<file path="config.mk">
export PLATFORM = sky130hd
export DESIGN_NAME = commit_tracker
export DESIGN_NICKNAME = d
export VERILOG_FILES = /design/src/rtl/commit_tracker_pkg.sv /design/src/rtl/commit_tracker_fifo.sv /design/src/rtl/commit_tracker.sv
export SDC_FILE = /design/constraint.sdc
export NUM_CORES = 2
export LEC_CHECK = 0
export CORE_AREA = 2 2 418 420
export CTS_BUF_LIST = sky130_fd_sc_hd__clkbuf_8
export DETAILED_ROUTE_END_ITERATION = 7
export DIE_AREA = 0 0 420 422
export PLACE_DENSITY = 0.69
export SYNTH_ARGS = -nofsm -noshare
export SYNTH_HDL_FRONTEND = slang
export SYNTH_SLANG_ARGS = --single-unit
</file>
<file path="constraint.sdc">
create_clock -name clock -period 12.1 [get_ports clock]
set_clock_uncertainty 0.05 [all_clocks]
set_input_delay 1.815 -clock clock [delete_from_list [all_inputs] [get_ports clock]]
set_output_delay 1.815 -clock clock [all_outputs]
set_load 0.01 [all_outputs]
</file>
<file path="src/rtl/commit_tracker_pkg.sv">
// rtl/commit_tracker_pkg.sv - shared types, defaults and helpers for the difftest commit front-end
package commit_tracker_pkg;

  typedef enum logic [0:0] {
    ST_RUN    = 1'b0,
    ST_HALTED = 1'b1
  } state_e;

  localparam int unsigned DEF_COMMIT_WIDTH = 2;
  localparam int unsigned DEF_DEPTH        = 8;
  localparam int unsigned DEF_XLEN         = 64;
  localparam logic [63:0] DEF_PC_START     = 64'h8000_0000;
  localparam logic [6:0]  DEF_TRAP_OPCODE  = 7'h6b;

  // Number of set bits of v strictly below bit position 'lane' (lane compaction offset).
  function automatic int unsigned popcount_below(input logic [3:0] v, input int unsigned lane);
    int unsigned n;
    n = 0;
    for (int unsigned k = 0; k < 4; k++) begin
      if (k < lane && v[k]) n++;
    end
    return n;
  endfunction

endpackage

</file>
<file path="src/rtl/commit_tracker_fifo.sv">
// rtl/commit_tracker_fifo.sv - multi-write single-read commit queue with lane compaction and flush
module commit_tracker_fifo
  import commit_tracker_pkg::*;
#(
  parameter  int unsigned W     = DEF_COMMIT_WIDTH,
  parameter  int unsigned DEPTH = DEF_DEPTH,
  parameter  int unsigned XLEN  = DEF_XLEN,
  localparam int unsigned AW    = $clog2(DEPTH),
  localparam int unsigned PW    = AW + 1
) (
  input  logic              clock,
  input  logic              reset_n,
  input  logic              push_en,
  input  logic [W-1:0]      in_valid,
  input  logic [W*XLEN-1:0] in_pc,
  input  logic [W*32-1:0]   in_inst,
  input  logic [W-1:0]      in_wen,
  input  logic [W*5-1:0]    in_wdest,
  input  logic [W*XLEN-1:0] in_wdata,
  input  logic              pop,
  input  logic              flush,
  output logic [PW-1:0]     count,
  output logic              head_valid,
  output logic [XLEN-1:0]   head_pc,
  output logic [31:0]       head_inst,
  output logic              head_wen,
  output logic [4:0]        head_wdest,
  output logic [XLEN-1:0]   head_wdata
);

  logic [XLEN-1:0] pc_mem    [DEPTH];
  logic [31:0]     inst_mem  [DEPTH];
  logic [DEPTH-1:0] wen_mem;
  logic [4:0]      wdest_mem [DEPTH];
  logic [XLEN-1:0] wdata_mem [DEPTH];

  logic [PW-1:0]   wr_ptr_q, wr_ptr_d, rd_ptr_q, rd_ptr_d;
  logic [PW-1:0]   lane_ptr [W];
  logic [PW-1:0]   n_in;
  logic [3:0]      valid_pad;

  logic            head_valid_q, head_valid_d;
  logic [XLEN-1:0] head_pc_q, head_pc_d;
  logic [31:0]     head_inst_q, head_inst_d;
  logic            head_wen_q, head_wen_d;
  logic [4:0]      head_wdest_q, head_wdest_d;
  logic [XLEN-1:0] head_wdata_q, head_wdata_d;

  assign valid_pad = 4'(in_valid);
  assign count     = wr_ptr_q - rd_ptr_q;

  always_comb begin
    n_in = PW'(popcount_below(valid_pad, W));
    for (int unsigned i = 0; i < W; i++) begin
      lane_ptr[i] = wr_ptr_q + PW'(popcount_below(valid_pad, i));
    end

    wr_ptr_d = wr_ptr_q + (push_en ? n_in : '0);
    rd_ptr_d = rd_ptr_q + PW'(pop);
    if (flush) begin
      wr_ptr_d = wr_ptr_q;
      rd_ptr_d = wr_ptr_q;
    end

    head_valid_d = (wr_ptr_d != rd_ptr_d);
    head_pc_d    = head_pc_q;
    head_inst_d  = head_inst_q;
    head_wen_d   = head_wen_q;
    head_wdest_d = head_wdest_q;
    head_wdata_d = head_wdata_q;
    // The next head may be an entry being written this very edge; bypass it from the lanes.
    if (head_valid_d) begin
      head_pc_d    = pc_mem[rd_ptr_d[AW-1:0]];
      head_inst_d  = inst_mem[rd_ptr_d[AW-1:0]];
      head_wen_d   = wen_mem[rd_ptr_d[AW-1:0]];
      head_wdest_d = wdest_mem[rd_ptr_d[AW-1:0]];
      head_wdata_d = wdata_mem[rd_ptr_d[AW-1:0]];
      for (int unsigned i = 0; i < W; i++) begin
        if (push_en && in_valid[i] && lane_ptr[i] == rd_ptr_d) begin
          head_pc_d    = in_pc[i*XLEN +: XLEN];
          head_inst_d  = in_inst[i*32 +: 32];
          head_wen_d   = in_wen[i];
          head_wdest_d = in_wdest[i*5 +: 5];
          head_wdata_d = in_wdata[i*XLEN +: XLEN];
        end
      end
    end
  end

  always_ff @(posedge clock or negedge reset_n) begin
    if (!reset_n) begin
      wr_ptr_q     <= '0;
      rd_ptr_q     <= '0;
      head_valid_q <= 1'b0;
      head_pc_q    <= '0;
      head_inst_q  <= '0;
      head_wen_q   <= 1'b0;
      head_wdest_q <= '0;
      head_wdata_q <= '0;
    end else begin
      wr_ptr_q     <= wr_ptr_d;
      rd_ptr_q     <= rd_ptr_d;
      head_valid_q <= head_valid_d;
      head_pc_q    <= head_pc_d;
      head_inst_q  <= head_inst_d;
      head_wen_q   <= head_wen_d;
      head_wdest_q <= head_wdest_d;
      head_wdata_q <= head_wdata_d;
    end
  end

  always_ff @(posedge clock) begin
    if (push_en) begin
      for (int unsigned i = 0; i < W; i++) begin
        if (in_valid[i]) begin
          pc_mem[lane_ptr[i][AW-1:0]]    <= in_pc[i*XLEN +: XLEN];
          inst_mem[lane_ptr[i][AW-1:0]]  <= in_inst[i*32 +: 32];
          wen_mem[lane_ptr[i][AW-1:0]]   <= in_wen[i];
          wdest_mem[lane_ptr[i][AW-1:0]] <= in_wdest[i*5 +: 5];
          wdata_mem[lane_ptr[i][AW-1:0]] <= in_wdata[i*XLEN +: XLEN];
        end
      end
    end
  end

  assign head_valid = head_valid_q;
  assign head_pc    = head_pc_q;
  assign head_inst  = head_inst_q;
  assign head_wen   = head_wen_q;
  assign head_wdest = head_wdest_q;
  assign head_wdata = head_wdata_q;

endmodule

</file>
<file path="src/rtl/commit_tracker.sv">
// rtl/commit_tracker.sv - difftest commit front-end: queue, skip flag, counters and halt-on-trap
module commit_tracker
  import commit_tracker_pkg::*;
#(
  parameter int unsigned     COMMIT_WIDTH = DEF_COMMIT_WIDTH,
  parameter int unsigned     DEPTH        = DEF_DEPTH,
  parameter int unsigned     XLEN         = DEF_XLEN,
  parameter logic [XLEN-1:0] PC_START     = DEF_PC_START[XLEN-1:0],
  parameter logic [6:0]      TRAP_OPCODE  = DEF_TRAP_OPCODE
) (
  input  logic                         clock,
  input  logic                         reset_n,
  input  logic [COMMIT_WIDTH-1:0]      in_valid,
  input  logic [COMMIT_WIDTH*XLEN-1:0] in_pc,
  input  logic [COMMIT_WIDTH*32-1:0]   in_inst,
  input  logic [COMMIT_WIDTH-1:0]      in_wen,
  input  logic [COMMIT_WIDTH*5-1:0]    in_wdest,
  input  logic [COMMIT_WIDTH*XLEN-1:0] in_wdata,
  output logic                         in_ready,
  input  logic [XLEN-1:0]              a0_value,
  input  logic                         cmt_ready,
  output logic                         cmt_valid,
  output logic [XLEN-1:0]              cmt_pc,
  output logic [31:0]                  cmt_inst,
  output logic                         cmt_wen,
  output logic [7:0]                   cmt_wdest,
  output logic [XLEN-1:0]              cmt_wdata,
  output logic                         cmt_skip,
  output logic                         trap_valid,
  output logic [7:0]                   trap_code,
  output logic [XLEN-1:0]              trap_pc,
  output logic [63:0]                  cycle_cnt,
  output logic [63:0]                  instr_cnt,
  output logic                         halted
);

  localparam int unsigned PW = $clog2(DEPTH) + 1;

  state_e          state_q, state_d;
  logic            first_done_q, first_done_d;
  logic [63:0]     cycle_cnt_q, cycle_cnt_d;
  logic [63:0]     instr_cnt_q, instr_cnt_d;
  logic            trap_valid_q, trap_valid_d;
  logic [7:0]      trap_code_q, trap_code_d;
  logic [XLEN-1:0] trap_pc_q, trap_pc_d;

  logic [PW-1:0]   count;
  logic [4:0]      head_wdest;
  logic            pop, is_trap;
  logic            unused_a0_hi;

  assign in_ready     = (state_q == ST_RUN) && (count <= PW'(DEPTH - COMMIT_WIDTH));
  assign pop          = cmt_valid && cmt_ready;
  assign is_trap      = pop && (cmt_inst[6:0] == TRAP_OPCODE);
  assign unused_a0_hi = ^a0_value[XLEN-1:8];

  // A trap pop flushes the queue, which also discards any group enqueued on that edge.
  commit_tracker_fifo #(
    .W     (COMMIT_WIDTH),
    .DEPTH (DEPTH),
    .XLEN  (XLEN)
  ) u_fifo (
    .clock      (clock),
    .reset_n    (reset_n),
    .push_en    (in_ready),
    .in_valid   (in_valid),
    .in_pc      (in_pc),
    .in_inst    (in_inst),
    .in_wen     (in_wen),
    .in_wdest   (in_wdest),
    .in_wdata   (in_wdata),
    .pop        (pop),
    .flush      (is_trap),
    .count      (count),
    .head_valid (cmt_valid),
    .head_pc    (cmt_pc),
    .head_inst  (cmt_inst),
    .head_wen   (cmt_wen),
    .head_wdest (head_wdest),
    .head_wdata (cmt_wdata)
  );

  always_comb begin
    state_d      = state_q;
    first_done_d = first_done_q;
    cycle_cnt_d  = cycle_cnt_q;
    instr_cnt_d  = instr_cnt_q;
    trap_valid_d = 1'b0;
    trap_code_d  = trap_code_q;
    trap_pc_d    = trap_pc_q;
    if (state_q == ST_RUN) cycle_cnt_d = cycle_cnt_q + 64'd1;
    if (pop) begin
      first_done_d = 1'b1;
      instr_cnt_d  = instr_cnt_q + 64'd1;
    end
    if (is_trap) begin
      state_d      = ST_HALTED;
      trap_valid_d = 1'b1;
      trap_code_d  = a0_value[7:0];
      trap_pc_d    = cmt_pc;
    end
  end

  always_ff @(posedge clock or negedge reset_n) begin
    if (!reset_n) begin
      state_q      <= ST_RUN;
      first_done_q <= 1'b0;
      cycle_cnt_q  <= '0;
      instr_cnt_q  <= '0;
      trap_valid_q <= 1'b0;
      trap_code_q  <= '0;
      trap_pc_q    <= '0;
    end else begin
      state_q      <= state_d;
      first_done_q <= first_done_d;
      cycle_cnt_q  <= cycle_cnt_d;
      instr_cnt_q  <= instr_cnt_d;
      trap_valid_q <= trap_valid_d;
      trap_code_q  <= trap_code_d;
      trap_pc_q    <= trap_pc_d;
    end
  end

  assign cmt_wdest  = {3'b000, head_wdest};
  assign cmt_skip   = cmt_valid && !first_done_q && (cmt_pc == PC_START);
  assign trap_valid = trap_valid_q;
  assign trap_code  = trap_code_q;
  assign trap_pc    = trap_pc_q;
  assign cycle_cnt  = cycle_cnt_q;
  assign instr_cnt  = instr_cnt_q;
  assign halted     = (state_q == ST_HALTED);

endmodule

</file>
==> results_dict.tcl <==
set metrics [dict create \
    outcome "finished clean" \
    synth_mux_area_frac 0.2171 \
    cts_setup_buffers 0 \
    cts_max_level 5 \
    regToRegEndpoint "u_fifo.head_inst[0]" \
    finalCritPeriodShare 0.5721 \
    hold_violations 0 \
    cp_common_cell "buf_4" \
    synth-xor-area-share 0.01550 \
    ant_nets 0 \
    cts_tree "built" \
    drtIter0Drc 5709 \
    place_inst 9104 \
    final_layout_size_suffix_gt1_frac 0.2542 \
    tightest_slew_ns 1.174 \
    grt_pass1_vias 59410 \
    startpoint_type "flip-flop" \
    synth-compound-area-share 0.07324 \
    ys_types 67 \
    p_total_uw 27100 \
    routedWlPerCell_um 28.13 \
    post-route-util 0.5752 \
    nFillCells 14190 \
    synth_edf_count 1328 \
    place_congestion 0.8354 \
    clock-sinks 1706 \
    ir_drop_mv 0.4171 \
    hold_class "reg2reg" \
    grt_max_degree 162 \
    die_y_um 422 \
    critPathRequiredTime_ns 12.99 \
    crit_arrival_ns 7.82 \
    synth_fa_ha_area_frac 0.002258 \
    synth_top_cell_by_area "edfxtp_1" \
    path_cells "inv_1 > ha_1 > fa_1 > xnor2_1 > a21oi_1 > nand3b_1 > buf_4 > inv_1 > buf_4 > and2_1 > ha_1 > a21o_1 > nand3_1 > xnor3_1 > a31o_4 > inv_6 > buf_4 > o21ai_0 > o31ai_1" \
    grt_pass1_wl_mm 395.1 \
    path_max_fanout 83 \
    min_path_cells 1 \
    min_to "first_done_q" \
    p_leak_uw 0.03652 \
    yosysSeqAreaShare 0.5859 \
    cts_buffers 311 \
    core_mm2 0.1729 \
    period_minus_slack_ns 6.922 \
    drv_cap 0 \
    finalWirelength_mm 272.8 \
    slowest_stage "buf_4" \
    via_count 59220 \
    power_density_mw_per_mm2 272.5 \
    vias_per_cell 6.107 \
    slew_headroom 0.2173 \
    rows 153 \
    ff2ff_path_depth 19 \
    setup_viol 0 \
    final_common_cell "edfxtp_1" \
    mostFrequentLayoutCells "1328 x edfxtp_1, 1321 x mux2_2, 1107 x nand2_1" \
    drc 0 \
    synth_top_area_frac 0.4736 \
    cts.repair.resized 0 \
    clock.fmax_mhz 144.5 \
    cts_hold_buf 0 \
    r2r_slack_ns 5.18 \
    firstDrtPassIters 6 \
    hold_path_startpoint "first_done_q" \
    antenna_found_initial 82 \
    synth_top_family_by_area "multiplexers" \
    path_class "reg2reg" \
    hpwl_mm 144.8 \
    yosys_warnings 0 \
    io_buffers 715 \
    rsz0062_at_grt "no" \
    cts_buffer_depth 4 \
    fin_nets 7507 \
    start_util 0.4871 \
    crit-reg2reg-launch "u_fifo.wr_ptr_q[0]" \
    area_growth_pct 18.08 \
    synth_seq_cells 1706 \
    async_flop_share 0.2216 \
    yosys.area_share.simple 0.08052 \
    cts-root-buf "clkbuf_8" \
    syn_avg_cell_area_um2 13.09 \
    dieWidth_um 420 \
    setup_tns_ns 0 \
    netlist_instances 6434 \
    cpPeakStageDelay_ns 0.87 \
    synth.area.top_cells "edfxtp_1 47%, mux2_2 18%, dfrtp_1 11%" \
    synth_area_mm2 0.08421 \
    io_pins 775 \
    gr-usage-all-layers 0.3001 \
    endpoint_kind "flip-flop" \
    clock_latency_ns 1.08 \
    finalMaxSlewViolations 0 \
    grt_overflow 0 \
    die_area_mm2 0.1772 \
    clkTransAtPathRegs_ns 0.06 \
    instances_no_fill 9697 \
    synth-main-ff-cell "edfxtp_1" \
]
-- routing by layer --
metal | vias to the layer above | GRT usage | share of wire
met1 | 30010 | 0.3787 | 0.39
met4 | 54 | 0.1536 | 0.044
met3 | 703 | 0.06458 | 0.086
met5 | - | 0 | 0.0013
met2 | 2801 | 0.4858 | 0.48
li1 | 25650 | - | -
-- critical path, delay by kind of cell (launching register included) --
family / cells / cell delay [ns]
AO/OA/AOI/OAI: 5 / 1.23
XOR/XNOR: 2 / 0.53
adder cells (fa/ha/maj): 3 / 0.93
buffers and inverters: 6 / 2.68
flip-flops: 1 / 0.68
AND/OR/NAND/NOR: 3 / 0.46
-- power by group --
part	leakage (uW)	switching (uW)	internal, uW	total [uW]
clock	0.00345	2450	2860	5310
sequential	0.0168	785	8490	9270
combinational	0.0163	7850	4670	12500
total	0.0365	11100	16000	27100
-- worst max path at each step --
stage                       start                    end  slack (ns)  depth (start not counted)
2_1_floorplan         in_valid[0]  u_fifo.inst_mem[5][0]        0.55                          6
3_3_place_gp            cmt_ready  u_fifo.head_wdata[33]        4.39                         15
3_5_place_dp            cmt_ready  u_fifo.head_wdata[28]        4.35                         15
4_1_cts        u_fifo.wr_ptr_q[0]    u_fifo.head_inst[0]        5.33                         19
5_1_grt        u_fifo.wr_ptr_q[0]     u_fifo.head_pc[49]        4.88                         19
6_report       u_fifo.wr_ptr_q[0]    u_fifo.head_inst[0]        5.18                         19
-- area by class of cell --
cell class / instances / area (um2) / area share
Sequential cell: 1706 / 49340 / 0.4962
Multi-Input combinational cell: 4237 / 32990 / 0.3318
Tap cell: 2325 / 2909 / 0.02926
Clock buffer: 369 / 5079 / 0.05108
Antenna cell: 54 / 135.1 / 0.001359
Inverter: 30 / 127.6 / 0.001283
Timing Repair Buffer: 806 / 8045 / 0.08091
Clock inverter: 170 / 810.8 / 0.008154
-- registers in the layout (all words and copies together), names as in the netlist, 4 cells and up --
signal	count
u_fifo.inst_mem	256
u_fifo.rd_ptr_q	4
u_fifo.pc_mem	512
u_fifo.head_inst	32
instr_cnt	64
u_fifo.wen_mem	8
u_fifo.wr_ptr_q	4
u_fifo.head_pc	64
u_fifo.wdest_mem	40
trap_pc	64
trap_code	8
cycle_cnt	64
u_fifo.head_wdest	5
u_fifo.head_wdata	64
u_fifo.wdata_mem	512
-- cell usage after synthesis, types with 27 or more instances --
master	number
a21oi_1	168
a32oi_1	330
buf_1	34
buf_2	215
clkbuf_1	208
dfrtp_1	378
edfxtp_1	1328
inv_1	27
mux2_2	1321
mux2i_1	340
nand2_1	1115
nand3_1	47
nand4_1	30
nor2_1	65
nor2b_1	159
o21ai_0	159
o31ai_1	157
xnor2_1	90
xor2_1	52
-- stage by stage --
stage               instance area, um2  hold slack (ns)  setup WS, ns
floorplan                        84220           0.3851        0.5461
detailed placement               93410           0.4027         4.346
global route                     99400           0.4382         4.880
finish                           99430           0.4217         5.178
global placement                 93410           0.4025         4.395
CTS                              99300           0.4206         5.330
-- cells by family (layout without fill, tap and decap cells) --
logic type                 after synthesis  after routing
muxes                                 1661           1661
AOI/OAI and AO/OA                      869            869
adders and majority gates               14             14
xor gates and xnor gates               145            145
and+or+nand+nor                       1545           1545
other                                    1             57
DFF                                   1706           1706
buffers and inverters                  493           1375
(Power assumes the default switching activity.)
